File: config.mk
export PLATFORM = sky130hd
export DESIGN_NAME = ysyx_25040111_clint
export DESIGN_NICKNAME = d
export VERILOG_FILES = /design/src/rtl/ysyx_25040111_clint_pkg.sv /design/src/rtl/ysyx_25040111_clint_tick.sv /design/src/rtl/ysyx_25040111_clint.sv
export SDC_FILE = /design/constraint.sdc
export NUM_CORES = 1
export LEC_CHECK = 0
export ABC_AREA = 1
export CORE_MARGIN = 4
export CORE_UTILIZATION = 50
export DETAILED_ROUTE_END_ITERATION = 10
export DONT_BUFFER_PORTS = 1
export GPL_ROUTABILITY_DRIVEN = 0
export PLACE_DENSITY_LB_ADDON = 0.2
export SYNTH_ARGS = -nofsm -noshare
export SYNTH_HDL_FRONTEND = slang
export SYNTH_HIERARCHICAL = 1
export SYNTH_SLANG_ARGS = --single-unit
export TNS_END_PERCENT = 10
File: constraint.sdc
create_clock -name clock -period 1.9 [get_ports clock]
set_input_delay 0.38 -clock clock [delete_from_list [all_inputs] [get_ports clock]]
set_output_delay 0.38 -clock clock [all_outputs]
set_load 0.01 [all_outputs]
File: src/rtl/ysyx_25040111_clint_pkg.sv
// Shared constants and the beat decoder for the read-only CLINT AXI slave.
package ysyx_25040111_clint_pkg;

  localparam logic [31:0] CLINT_BASE  = 32'h0200_0000;
  localparam logic [15:0] MTIME_LO    = 16'hBFF8;
  localparam logic [15:0] MTIME_HI    = 16'hBFFC;

  localparam logic [1:0]  RESP_OKAY   = 2'b00;
  localparam logic [1:0]  RESP_SLVERR = 2'b10;

  localparam logic [1:0]  BURST_FIXED = 2'b00;
  localparam logic [1:0]  BURST_INCR  = 2'b01;
  localparam logic [1:0]  BURST_WRAP  = 2'b10;

  localparam logic [2:0]  SIZE_WORD   = 3'b010;

  typedef enum logic {
    ST_IDLE = 1'b0,
    ST_READ = 1'b1
  } clint_state_e;

  typedef struct packed {
    logic [1:0]  resp;
    logic [31:0] data;
  } beat_t;

  // Only word beats of FIXED/INCR bursts hitting one of the two mtime words
  // return data; everything else is an error beat with zero data.
  function automatic beat_t beat_decode(input logic [31:0] base,
                                        input logic [31:0] addr,
                                        input logic [2:0]  size,
                                        input logic [1:0]  burst,
                                        input logic [63:0] snap);
    beat_t b;
    b.resp = RESP_SLVERR;
    b.data = '0;
    if ((addr[31:16] == base[31:16]) && (size == SIZE_WORD) &&
        ((burst == BURST_FIXED) || (burst == BURST_INCR))) begin
      if (addr[15:0] == MTIME_LO) begin
        b.resp = RESP_OKAY;
        b.data = snap[31:0];
      end else if (addr[15:0] == MTIME_HI) begin
        b.resp = RESP_OKAY;
        b.data = snap[63:32];
      end
    end
    return b;
  endfunction

endpackage

File: src/rtl/ysyx_25040111_clint_tick.sv
// Free-running 64-bit mtime counter; YSYX_25040111_CLINT_DIV_EN adds a 0..DIV-1 prescaler.
module ysyx_25040111_clint_tick #(
  parameter int DIV = 16
) (
  input  logic        clock,
  input  logic        reset,
  output logic [63:0] mtime
);

  logic [63:0] mtime_q;
  logic        tick;

`ifdef YSYX_25040111_CLINT_DIV_EN
  localparam int PW = (DIV > 1) ? $clog2(DIV) : 1;
  logic [PW-1:0] pre_q;

  assign tick = (pre_q == PW'(DIV - 1));

  always_ff @(posedge clock) begin
    if (reset)     pre_q <= '0;
    else if (tick) pre_q <= '0;
    else           pre_q <= pre_q + 1'b1;
  end
`else
  // Prescaler absent: any legal DIV (>= 1) makes this a tick every cycle.
  assign tick = (DIV > 0);
`endif

  always_ff @(posedge clock) begin
    if (reset)     mtime_q <= '0;
    else if (tick) mtime_q <= mtime_q + 64'd1;
  end

  assign mtime = mtime_q;

endmodule

File: src/rtl/ysyx_25040111_clint.sv
// Read-only AXI4 CLINT: IDLE/READ FSM serving mtime beats from a per-burst snapshot.
// Optional prescaler in the tick sub-module is enabled by YSYX_25040111_CLINT_DIV_EN.
// Handshake: a channel transfers on the rising edge where valid & ready are both high;
// rvalid and all R payload hold steady until that transfer.
module ysyx_25040111_clint
  import ysyx_25040111_clint_pkg::*;
#(
  parameter logic [31:0] BASE = CLINT_BASE,
  parameter int          DIV  = 16
) (
  input  logic        clock,
  input  logic        reset,
  input  logic        arvalid,
  output logic        arready,
  input  logic [31:0] araddr,
  input  logic [3:0]  arid,
  input  logic [7:0]  arlen,
  input  logic [2:0]  arsize,
  input  logic [1:0]  arburst,
  output logic        rvalid,
  input  logic        rready,
  output logic [31:0] rdata,
  output logic [1:0]  rresp,
  output logic        rlast,
  output logic [3:0]  rid,
  output logic [63:0] mtime
);

  logic [63:0]  mtime_w;
  clint_state_e state_q;
  logic [31:0]  addr_q;
  logic [31:0]  addr_nxt;
  logic [7:0]   cnt_q;
  logic [2:0]   size_q;
  logic [1:0]   burst_q;
  logic [63:0]  snap_q;
  logic         ar_fire;
  logic         r_fire;
  beat_t        ar_beat;
  beat_t        nxt_beat;

  ysyx_25040111_clint_tick #(.DIV(DIV)) u_tick (
    .clock (clock),
    .reset (reset),
    .mtime (mtime_w)
  );

  assign mtime    = mtime_w;
  assign ar_fire  = arvalid & arready;
  assign r_fire   = rvalid & rready;
  assign addr_nxt = (burst_q == BURST_INCR) ? addr_q + 32'd4 : addr_q;

  // The first beat decodes against live mtime, which is exactly what the snapshot captures.
  assign ar_beat  = beat_decode(BASE, araddr, arsize, arburst, mtime_w);
  assign nxt_beat = beat_decode(BASE, addr_nxt, size_q, burst_q, snap_q);

  always_ff @(posedge clock) begin
    if (reset) begin
      state_q <= ST_IDLE;
      arready <= 1'b0;
      rvalid  <= 1'b0;
      rlast   <= 1'b0;
      rdata   <= '0;
      rresp   <= '0;
      rid     <= '0;
      addr_q  <= '0;
      cnt_q   <= '0;
      size_q  <= '0;
      burst_q <= '0;
      snap_q  <= '0;
    end else begin
      case (state_q)
        ST_IDLE: begin
          arready <= 1'b1;
          if (ar_fire) begin
            state_q <= ST_READ;
            arready <= 1'b0;
            rvalid  <= 1'b1;
            rlast   <= (arlen == 8'd0);
            rdata   <= ar_beat.data;
            rresp   <= ar_beat.resp;
            rid     <= arid;
            addr_q  <= araddr;
            cnt_q   <= arlen;
            size_q  <= arsize;
            burst_q <= arburst;
            snap_q  <= mtime_w;
          end
        end
        ST_READ: begin
          if (r_fire) begin
            if (rlast) begin
              // arready comes back only after the last beat has left.
              state_q <= ST_IDLE;
              arready <= 1'b1;
              rvalid  <= 1'b0;
              rlast   <= 1'b0;
              rdata   <= '0;
              rresp   <= '0;
            end else begin
              addr_q  <= addr_nxt;
              cnt_q   <= cnt_q - 8'd1;
              rlast   <= (cnt_q == 8'd1);
              rdata   <= nxt_beat.data;
              rresp   <= nxt_beat.resp;
            end
          end
        end
        default: state_q <= ST_IDLE;
      endcase
    end
  end

endmodule

==> out/qor.csv <==
metric,value,unit
syn nets,1963,
chip width,166,um
Antenna Cells,0,
number of DRC markers in iteration 0,1340,
Fmax,0.445,GHz
vias per cell,5.72,
number of antenna violations at the first check in global routing,0,
Die H,166,um
Setup-failing EPs final,33,
Syn-to-layout area delta,19.4,%
Post-synth EDFFs,0,
worst ir drop on vdd,0.613,mV
Fin Setup TNS,-10.0,ns
final worst slack,-0.345,ns
RSZ-0062 raised after global routing,true,
Worst EP arrival,2.71,ns
Hold Path Origin,reset,
post-synthesis register bit count,214,
total CTS buffers,25,
placed cells,2275,
Least-Margin Pin Slew,0.649,ns
Final Hold Viols,0,
max-slew violation count,0,
core region area,0.0245,sq mm
via count,13348,
CP Launch Type,flop,
"Cell Area, Synth",0.0125,sq mm
drt wl/cell,18.0,um
Syn Area/Cell,6.59,sq um
Initial Utilization,51.2,%
fin crit share,118,%
clk_lat worst skew,0.53,ns
"Req. time, crit path",2.37,ns
first-pass GRT wire length,65900,um
Final Non-Filler Cells,2332,
Final min period,2.24,ns
1st-pass router iterations,6,
max_cap viols,0,
"Reg clk slew, reported paths",0.06,ns
Tot GR Track Use,28.5,%
WL final,42100,um
sequential share of the synthesized area,34.1,%
port buffer count,0,
post-DP HPWL,29800,um
CP Launch Point,addr_q[3]$_SDFFE_PP0P_,
Reg-to-Reg Start,addr_q[3]$_SDFFE_PP0P_,
hold crit path type,primary input to flop,
Clock Sink Count,214,
Rows,57,
Worst Skew,0.0102,ns
H-tree lvl count,1,
"Primary FF master, synth",dfxtp_1,
critical path endpoint category,flop,
CTS tree,done,
final net count,2051,
"Remaining Overflow, GRT",0,
slew margin rel.,56.5,%
Critical Path Fanout Max,8,
PD cells,743,mW/mm^2
async set or reset register ratio after synthesis,0,%
status,"complete, but fails checks",
die area,0.0277,sq mm
share of cells above drive strength 1,20.8,%
"Distinct cells, synth",50,
clock buffer depth,3,
Residual DRC,0,
Routed Antenna Nets,0,
Pleak,6.03,nW
Yosys warnings,6,
Post-Synthesis Cells,1905,
largest net degree at the start of global routing,66,
IO Count,158,
number of global-route vias before repair,12106,
WS Path Type,flop to flop,
Root Driver,clkbuf_16,
failing checks,setup timing,
## registers in the layout, indices dropped and copies added (netlist names), 2 cells and up
register and flops:
cnt_q 8, rdata 32, rid 4, addr_q 32, u_tick/mtime 64, snap_q 64
size_q 3, burst_q 2
## final timing paths
check / end / slack (ns) / cells after the start
hold reg to reg: cnt_q[7]$_SDFFE_PP0P_ / 0.46 / 2
setup reg to reg: rdata[10]$_SDFFE_PP0P_ / -0.34 / 14
setup / recovery: rdata[10]$_SDFFE_PP0P_ / -0.34 / 14
hold / removal: u_tick/mtime[9]$_SDFF_PP0_ / 0.01 / 2
## through the flow
stage	util (%)	worst slack, ns	power [W]	area [sq um]	hold slack (ns)
floorplan	-	-0.00670	0.00598	12600	0.430
global placement	56.4	-0.208	0.00634	13800	0.443
detailed placement	56.4	-0.250	0.00638	13800	0.447
CTS	60.1	-0.226	0.0111	14700	0.00251
global route	61.1	-0.432	0.0116	15000	0.00636
finish	61.1	-0.345	0.0111	15000	0.0140
## Yosys cell counts, types with 7 or more instances
| cell | count | area [sq um] |
|---|---|---|
| a221oi_1 | 19 | 166 |
| o21ai_0 | 141 | 706 |
| a21oi_1 | 118 | 591 |
| dfxtp_1 | 214 | 4280 |
| nor2_4 | 17 | 191 |
| nor2_1 | 348 | 1310 |
| nand3_1 | 122 | 611 |
| buf_1 | 16 | 60.1 |
| nand4_1 | 81 | 507 |
| nor3_1 | 9 | 45.0 |
| o21bai_1 | 8 | 60.1 |
| clkbuf_1 | 64 | 240 |
| inv_1 | 122 | 458 |
| nand3b_1 | 7 | 52.6 |
| nand2_2 | 26 | 163 |
| buf_4 | 8 | 60.1 |
| nand2_1 | 406 | 1520 |
| buf_2 | 10 | 50.1 |
| xor2_1 | 8 | 70.1 |
| nor2_2 | 16 | 100 |
| inv_2 | 13 | 48.8 |
| nand3_2 | 34 | 340 |
| a21oi_2 | 30 | 263 |
## cell type report
cell class	instances	area, sq um
clock buffers	33	696
clock inverters	9	98.8
fillers	2295	9540
inverters	139	524
multi-input cells	1448	7410
flip-flops and latches	214	4320
well taps	324	405
repair buffers	165	1530
## layout by cell type, fill, tap and decap left out, types with 5 or more instances in the layout
cell type and n:
clkinv_2 6, o21a_1 6, xor2_1 8, inv_1 119, nand3_2 36, nand3b_1 7
buf_12 17, a21oi_2 31, nand2_1 395, inv_2 15, nand2_2 36, buf_4 142
nor2_4 26, dfxtp_1 187, nor2_1 332, a221oi_1 19, clkbuf_16 28, o21ai_0 141
nand4_1 81, a21oi_1 117, nor2_2 23, nor4_1 5, nor2_8 5, dfxtp_2 25
nand3_1 119, nor3_1 9, o21bai_1 8, nand2_4 5
## kinds of logic (layout without fill, tap and decap cells)
family | count (synthesis) | after routing | share of synthesized area, %
AOI/OAI and AO/OA | 340 | 340 | 15.6
DFF | 214 | 214 | 34.1
other | 1 | 1 | 0.0299
and+or+nand+nor | 1090 | 1090 | 40.7
xor gates and xnor gates | 12 | 12 | 0.837
adders and majority gates | 5 | 5 | 0.499
buffers and inverters | 243 | 346 | 8.18
## routing by layer
layer  share of wire [%]  vias to the layer above  GRT usage [%]  wire (um)
met5                   0                        -              0          0
li1                    -                     6486              -          -
met2                  47                      585           46.9      19800
met3                 8.5                       89           5.45       3560
met1                  42                     6188           38.5      17500
met4                 2.7                        0           7.97       1130
## what timing repair did
action / 4_1_cts / 5_1_grt
gates resized for setup: 20 / 45
hold buffers: 3 / 0
pin swaps: 8 / 3
endpoints found under the hold margin: 50 / 0
gates cloned: 0 / 3
setup buffers: 2 / 7
setup endpoints to repair: 35 / 44
## where the power goes
| part | switching [W] | internal [W] |
|---|---|---|
| clock network | 0.00193 | 0.00282 |
| logic | 0.000849 | 0.000500 |
| registers | 0.000255 | 0.00477 |
| total | 0.00304 | 0.00810 |
## critical path, cell delays in order (launching register included)
cell and delay, ns:
dfxtp_4 0.37, ha_4 0.14, inv_2 0.04, nor2_4 0.16
nand3_4 0.18, o21ai_2 0.20, nand2_2 0.10, nor2_4 0.10
nand2_2 0.07, nor2_4 0.12, nand2_4 0.07, nor2_8 0.21
clkbuf_16 0.21, nand3_2 0.08, a21oi_2 0.14
Power figures use the tool's default switching activity.
